**src/rtl/result_frame_pkg.sv**
```systemverilog
// result_frame_pkg
//   Shared definitions for the result framer: frame geometry, the default
//   sync byte, the FSM state type, the 80-bit result word type and the
//   helper that picks the byte presented for a given frame index.
package result_frame_pkg;

  localparam int         FRAME_LEN         = 12;  // sync + data + checksum
  localparam int         DATA_BYTES        = 10;
  localparam int         WORD_W            = 8 * DATA_BYTES;
  localparam int         IDX_W             = 4;
  localparam logic [7:0] DEFAULT_SYNC_BYTE = 8'hA5;
  localparam logic [IDX_W-1:0] LAST_IDX    = IDX_W'(FRAME_LEN - 1);

  typedef enum logic {IDLE, SEND} state_t;

  // {q_component[39:0], i_component[39:0]}
  typedef logic [WORD_W-1:0] result_word_t;

  // Index 0 is the sync byte, the last index is the checksum, and every
  // data index takes the low byte of the shifter (it is shifted after each
  // data-byte transfer, so the low byte is always the current one).
  function automatic logic [7:0] select_frame_byte(
    input logic [IDX_W-1:0] idx,
    input logic [7:0]       sync,
    input logic [7:0]       data,
    input logic [7:0]       csum
  );
    logic [7:0] sel;
    if (idx == '0) begin
      sel = sync;
    end else if (idx == LAST_IDX) begin
      sel = csum;
    end else begin
      sel = data;
    end
    return sel;
  endfunction

endpackage

```
**src/rtl/result_word_fifo.sv**
```systemverilog
// result_word_fifo
//   Small synchronous FIFO of 80-bit result words. Pointers carry one extra
//   MSB so full and empty can be told apart when the address bits match.
//   The head word is readable combinationally so the framer can load it into
//   its shifter on the same edge it pops.
//   Ports:
//     clk_50m, reset : clock, synchronous active-high reset (empties FIFO)
//     push, wr_data  : write strobe/data (caller only pushes when legal)
//     pop, rd_data   : pop strobe / current head word
//     full, empty    : occupancy flags derived from the pointer registers
module result_word_fifo
  import result_frame_pkg::*;
#(
  parameter int DEPTH = 4
) (
  input  logic         clk_50m,
  input  logic         reset,
  input  logic         push,
  input  logic         pop,
  input  result_word_t wr_data,
  output result_word_t rd_data,
  output logic         full,
  output logic         empty
);

  localparam int AW = $clog2(DEPTH);

  result_word_t  mem [DEPTH];
  logic [AW:0]   wr_ptr_reg;
  logic [AW:0]   rd_ptr_reg;

  always_ff @(posedge clk_50m) begin
    if (reset) begin
      wr_ptr_reg <= '0;
      rd_ptr_reg <= '0;
    end else begin
      if (push) begin
        wr_ptr_reg <= wr_ptr_reg + 1'b1;
      end
      if (pop) begin
        rd_ptr_reg <= rd_ptr_reg + 1'b1;
      end
    end
  end

  // Storage is not reset; stale contents are never visible because the
  // pointers are.
  always_ff @(posedge clk_50m) begin
    if (push) begin
      mem[wr_ptr_reg[AW-1:0]] <= wr_data;
    end
  end

  assign rd_data = mem[rd_ptr_reg[AW-1:0]];
  assign empty   = (wr_ptr_reg == rd_ptr_reg);
  assign full    = (wr_ptr_reg[AW] != rd_ptr_reg[AW]) &&
                   (wr_ptr_reg[AW-1:0] == rd_ptr_reg[AW-1:0]);

endmodule

```
**src/rtl/result_frame_tx.sv**
```systemverilog
// result_frame_tx
//   Transmit framer for measurement results. Buffers 80-bit result words and
//   sends each as a 12-byte frame: SYNC_BYTE, ten data bytes LSB first, and
//   an 8-bit modular sum of the data bytes, over a valid/ready byte link.
//   Ports:
//     clk_50m, reset        : clock, synchronous active-high reset
//     din_valid, din        : result word write strobe and data
//     full                  : word FIFO holds DEPTH entries
//     byte_out, byte_valid  : frame byte stream (registered)
//     byte_ready            : sink accepts byte_out on this edge
//     busy                  : a frame is in progress (same as byte_valid)
//     frame_count           : completed frames, wraps at 16 bits
//     overflow              : sticky, a word was dropped at a full FIFO
module result_frame_tx
  import result_frame_pkg::*;
#(
  parameter int         DEPTH     = 4,
  parameter logic [7:0] SYNC_BYTE = DEFAULT_SYNC_BYTE
) (
  input  logic         clk_50m,
  input  logic         reset,
  input  logic         din_valid,
  input  logic [79:0]  din,
  output logic         full,
  output logic [7:0]   byte_out,
  output logic         byte_valid,
  input  logic         byte_ready,
  output logic         busy,
  output logic [15:0]  frame_count,
  output logic         overflow
);

  state_t             state_reg,       state_next;
  logic [IDX_W-1:0]   idx_reg,         idx_next;
  result_word_t       shift_reg,       shift_next;
  logic [7:0]         csum_reg,        csum_next;
  logic [15:0]        frame_count_reg, frame_count_next;
  logic               overflow_reg,    overflow_next;
  logic [7:0]         byte_out_reg,    byte_out_next;
  logic               byte_valid_reg,  byte_valid_next;

  logic               pop;
  logic               wr_en;
  logic               fifo_full;
  logic               fifo_empty;
  result_word_t       fifo_rd_data;

  result_word_fifo #(
    .DEPTH (DEPTH)
  ) u_fifo (
    .clk_50m (clk_50m),
    .reset   (reset),
    .push    (wr_en),
    .pop     (pop),
    .wr_data (din),
    .rd_data (fifo_rd_data),
    .full    (fifo_full),
    .empty   (fifo_empty)
  );

  always_comb begin
    state_next       = state_reg;
    idx_next         = idx_reg;
    shift_next       = shift_reg;
    csum_next        = csum_reg;
    frame_count_next = frame_count_reg;
    pop              = 1'b0;

    unique case (state_reg)
      IDLE: begin
        if (!fifo_empty) begin
          pop        = 1'b1;
          shift_next = fifo_rd_data;
          idx_next   = '0;
          csum_next  = '0;
          state_next = SEND;
        end
      end
      SEND: begin
        if (byte_ready) begin
          if (idx_reg == LAST_IDX) begin
            frame_count_next = frame_count_reg + 16'd1;
            idx_next         = '0;
            // Chain straight into the next frame when a word is waiting so
            // back-to-back frames have no idle cycle between them.
            if (!fifo_empty) begin
              pop        = 1'b1;
              shift_next = fifo_rd_data;
              csum_next  = '0;
            end else begin
              state_next = IDLE;
            end
          end else begin
            if (idx_reg != '0) begin
              csum_next  = csum_reg + shift_reg[7:0];
              shift_next = shift_reg >> 8;
            end
            idx_next = idx_reg + 1'b1;
          end
        end
      end
      default: begin
        state_next = IDLE;
      end
    endcase

    // A pop on this edge frees a slot, so a full FIFO can still take a word.
    wr_en         = din_valid && (!fifo_full || pop);
    overflow_next = overflow_reg || (din_valid && !wr_en);

    // Outputs are registered from the next-state values so the byte seen
    // after an edge is exactly the one the FSM moved to on that edge.
    byte_valid_next = (state_next == SEND);
    byte_out_next   = '0;
    if (state_next == SEND) begin
      byte_out_next = select_frame_byte(idx_next, SYNC_BYTE, shift_next[7:0], csum_next);
    end
  end

  always_ff @(posedge clk_50m) begin
    if (reset) begin
      state_reg       <= IDLE;
      idx_reg         <= '0;
      shift_reg       <= '0;
      csum_reg        <= '0;
      frame_count_reg <= '0;
      overflow_reg    <= 1'b0;
      byte_out_reg    <= '0;
      byte_valid_reg  <= 1'b0;
    end else begin
      state_reg       <= state_next;
      idx_reg         <= idx_next;
      shift_reg       <= shift_next;
      csum_reg        <= csum_next;
      frame_count_reg <= frame_count_next;
      overflow_reg    <= overflow_next;
      byte_out_reg    <= byte_out_next;
      byte_valid_reg  <= byte_valid_next;
    end
  end

  assign full        = fifo_full;
  assign byte_out    = byte_out_reg;
  assign byte_valid  = byte_valid_reg;
  assign busy        = byte_valid_reg;
  assign frame_count = frame_count_reg;
  assign overflow    = overflow_reg;

endmodule
```
**config.mk**
```make
export PLATFORM = sky130hd
export DESIGN_NAME = result_frame_tx
export DESIGN_NICKNAME = d
export VERILOG_FILES = /design/src/rtl/result_frame_pkg.sv /design/src/rtl/result_word_fifo.sv /design/src/rtl/result_frame_tx.sv
export SDC_FILE = /design/constraint.sdc
export NUM_CORES = 1
export LEC_CHECK = 0
export CAP_MARGIN = 5
export CORE_MARGIN = 5
export CORE_UTILIZATION = 59
export CTS_CLUSTER_SIZE = 8
export DETAILED_ROUTE_END_ITERATION = 7
export HOLD_SLACK_MARGIN = 0.1
export PLACE_DENSITY_LB_ADDON = 0.15
export SYNTH_ARGS = -nofsm -noshare
export SYNTH_HDL_FRONTEND = slang
export SYNTH_SLANG_ARGS = --single-unit
```
**constraint.sdc**
```tcl
create_clock -name clk_50m -period 5.9 [get_ports clk_50m]
set_input_delay 0.59 -clock clk_50m [delete_from_list [all_inputs] [get_ports clk_50m]]
set_output_delay 0.59 -clock clk_50m [all_outputs]
set_load 0.02 [all_outputs]
```
==> key figures <==
Setup path
  • Largest stage delay, worst path: 0.77 ns
  • Slowest stage cell, crit path: and2_4
  • CP required: 6.13 ns
  • CP Launch Type: primary input
  • Cell family with most CP delay: simple AND/OR/NAND/NOR gates
  • Reg2reg setup slack: 2.60 ns
  • Crit. End Element: flip-flop
  • Reg2reg end: u_fifo.mem[1][50]$_DFFE_PP_
  • RR Startpoint: idx_reg[1]$_SDFF_PP0_
  • CP max FO: 47
  • Critical-path cell list: clkdlybuf4s50_1, nand4b_1, and2_1, a21boi_1, and2_4, buf_4
  • Critical Path AT: 3.60 ns
  • Crit Path Class: primary input to flip-flop
  • Reg2reg path depth: 6
  • Buffers & Inverters on Critical Path: 2

Cells and area
  • Area grow syn2layout: 17.9%
  • Antenna diodes: 0
  • Share of layout cells above drive strength 1: between 10% and 20%
  • Util after Layout: 70.7%
  • Fillers: between 1500 and 2000
  • Layout Nets: around 1500
  • Max reg flops: 320

Timing
  • RSZ-0062 raised after global routing: false
  • Skew final: around 0.011 ns
  • Final setup fails: 0
  • Period Utilization, post-route: 57.1%
  • Maximum clock frequency: 0.297 GHz
  • Worst-Margin Slew: 1.08 ns
  • Fin worst setup slack: 2.53 ns
  • Fin. Hold Viols: 0
  • Sum Neg Setup Slack: 0 ns
  • Fin crit period: 3.37 ns
  • Final hold slack: 0.466 ns
  • Slew Limit Fails: 0
  • Relative slew slack: 28.0%

Route
  • Drt via density: around 6.0
  • Post-route ant nets: 0
  • Post-detailed-route DRC marker count: 0
  • Routed length per instance: 20.8 um
  • Initial drt markers: 1037
  • Total Routed Length: 37900 um
  • Pre-antenna DRT Iters: 5
  • Vias: 10900

Min path
  • Min-Delay Path Class: primary input to flip-flop
  • Hold Crit Start: reset
  • Hold Path Cell Cnt: 2
  • Hold Path End: shift_reg[58]$_SDFFE_PP0P_

Clocking
  • CTS Hold Bufs: 0
  • # resized after CTS: 0
  • CTS tree: done
  • Inserted Clock Buffers: a little over 60
  • Clock sink total: 446
  • Clock root buffer: clkbuf_16
  • Max Root-Sink Buffers: 3
  • H-Tree Depth: 2
  • Post-CTS setup repair buffer count: 0
  • Clock transition at the registers of the reported paths: 0.05 ns
  • Skew-Pair Late Insertion Delay: 0.56 ns

Power and ir drop
  • PD cells: approximately 460 mW/mm2
  • Static leakage: ~7 nW
  • Peak VDD IR: just over 0.3 mV
  • Final Power: around 9.7 mW

Place
  • Worst slack at placement: 1.92 ns
  • Post-DP HPWL: 22500 um
  • Port buffer count: ~110
  • Gpl congestion: 0.901

Synthesis
  • Mean area per synthesized cell: roughly 14 um2
  • Synth cell types: 65
  • Number of enable flip-flop cells after synthesis: 320
  • Syn Std Cell Area: 0.0179 mm2
  • FFs w/ async S/R, synth: 0%
  • Ys flop type: edfxtp_1
  • Gate count of the mapped netlist: 1274
  • Syn Nets: approximately 1400
  • Flops & latches, synth: 446
  • Yosys warning count: 0
  • Post-synthesis sequential area ratio: between 60% and 70%

Global routing
  • Via count of the first global-routing pass: 10800
  • Gr usage total: 22.5%
  • Global route overflow: 0
  • Largest net degree at the start of global routing: 100
  • First-pass GRT wire length: 59900 um
  • Initial antenna violation count: 0

Floorplanning
  • Starting density of the core: 60.0%
  • Die X-Extent: 184 um
  • # IOs: 112
  • Chip height: 184 um
  • Die Area: approximately 0.034 mm2
  • Row cnt: 63
  • Core area: 0.0298 mm2

Status
  • Status: complete, no violations

Flow run
  • Max_cap viols: 0
-- layout by cell type, fill, tap and decap left out, drive strengths merged, types with 2 or more instances in the layout --
cell type / netlist / routed
edfxtp: 320 / 320
nand4: 3 / 3
or3: 3 / 3
a21o: 3 / 3
xnor2: 10 / 10
nand2: 57 / 57
o21a: 2 / 2
and2: 8 / 8
a21boi: 3 / 3
nor2b: 8 / 8
nor2: 185 / 185
nor3: 7 / 7
mux4: 80 / 80
inv: 15 / 16
nor4: 6 / 6
and3: 7 / 7
mux2i: 5 / 5
o21ai: 55 / 55
a21oi: 170 / 170
xor2: 15 / 15
a22oi: 12 / 12
a222oi: 3 / 3
dfxtp: 126 / 126
o31a: 2 / 2
buf: 27 / 18
and4: 2 / 2
o32ai: 4 / 4
clkbuf: 58 / 111
a211oi: 3 / 3
nand2b: 4 / 4
a2bb2oi: 4 / 4
ha: 15 / 15
a311oi: 19 / 19
o31ai: 2 / 2
nand3: 10 / 10
a31oi: 2 / 2
mux2: 3 / 3
clkdlybuf4s50: 0 / 110
-- per-stage QoR --
stage | std cells | area, um2
global placement | 1707 | 19300
CTS | 1819 | 21100
global route | 1819 | 21100
floorplan | 1274 | 17900
finish | 1819 | 21100
detailed placement | 1707 | 19300
-- synthesized netlist by cell type, types with 5 or more instances --
library cell	count	area, um2
a21oi_1	170	851
a22oi_1	12	90.1
a311oi_1	19	166
and2_1	8	50.1
and3_1	7	43.8
buf_1	12	45.0
buf_2	13	65.1
clkbuf_1	58	218
dfxtp_1	126	2520
edfxtp_1	320	9610
ha_1	15	188
inv_1	14	52.6
mux2i_1	5	50.1
mux4_2	80	1800
nand2_1	57	214
nand3_1	10	50.1
nor2_1	185	694
nor2b_1	7	43.8
nor3_1	7	35.0
nor4_1	5	31.3
o21ai_0	46	230
o21ai_1	8	40.0
xnor2_1	10	87.6
xor2_1	15	131
-- power breakdown --
group	internal [mW]	total (mW)	switching, mW
logic	1.00	2.42	1.42
clock network	1.97	3.18	1.21
registers	3.76	4.09	0.329
total	6.73	9.68	2.95
-- layout make-up --
class	count	area, um2	share of cell area (%)
Inverter	15	56.3	0.267
Tap cell	390	488	2.32
Multi-Input combinational cell	728	5380	25.5
Timing Repair Buffer	128	1250	5.92
Clock inverter	1	8.76	0.0416
Sequential cell	446	12100	57.6
Clock buffer	111	1760	8.34
-- worst max-delay path by stage --
stage | from | to | slack, ns | cells after the start
after CTS | byte_ready | u_fifo.mem[0][77]$_DFFE_PP_ | 2.51 | 6
after global routing | byte_ready | u_fifo.mem[0][66]$_DFFE_PP_ | 2.30 | 6
after global placement | byte_ready | u_fifo.mem[0][74]$_DFFE_PP_ | 2.00 | 6
after floorplan | idx_reg[1]$_SDFF_PP0_ | u_fifo.mem[3][0]$_DFFE_PP_ | 2.04 | 6
final | byte_ready | u_fifo.mem[1][50]$_DFFE_PP_ | 2.53 | 6
after detailed placement | byte_ready | u_fifo.mem[1][57]$_DFFE_PP_ | 1.92 | 6
-- cells by family (layout without fill, tap and decap cells) --
kind of cell,Yosys count,in the layout,share of synthesized area (%)
flops,446,446,67.8
simple gates,307,307,7.44
compound gates,292,292,9.54
buf+inv,100,255,2.25
mux,88,88,10.5
xor+xnor,25,25,1.22
fa+ha+maj,16,16,1.16
-- layer usage --
layer | global-route usage, % | wire length (um) | vias up
li1 | - | - | 5054
met1 | 32.4 | 16000 | 5319
met2 | 35.2 | 18100 | 417
met3 | 4.60 | 2710 | 84
met4 | 7.10 | 1110 | 0
met5 | 0 | 0 | -
No activity file was read; power rests on OpenSTA's default activity.
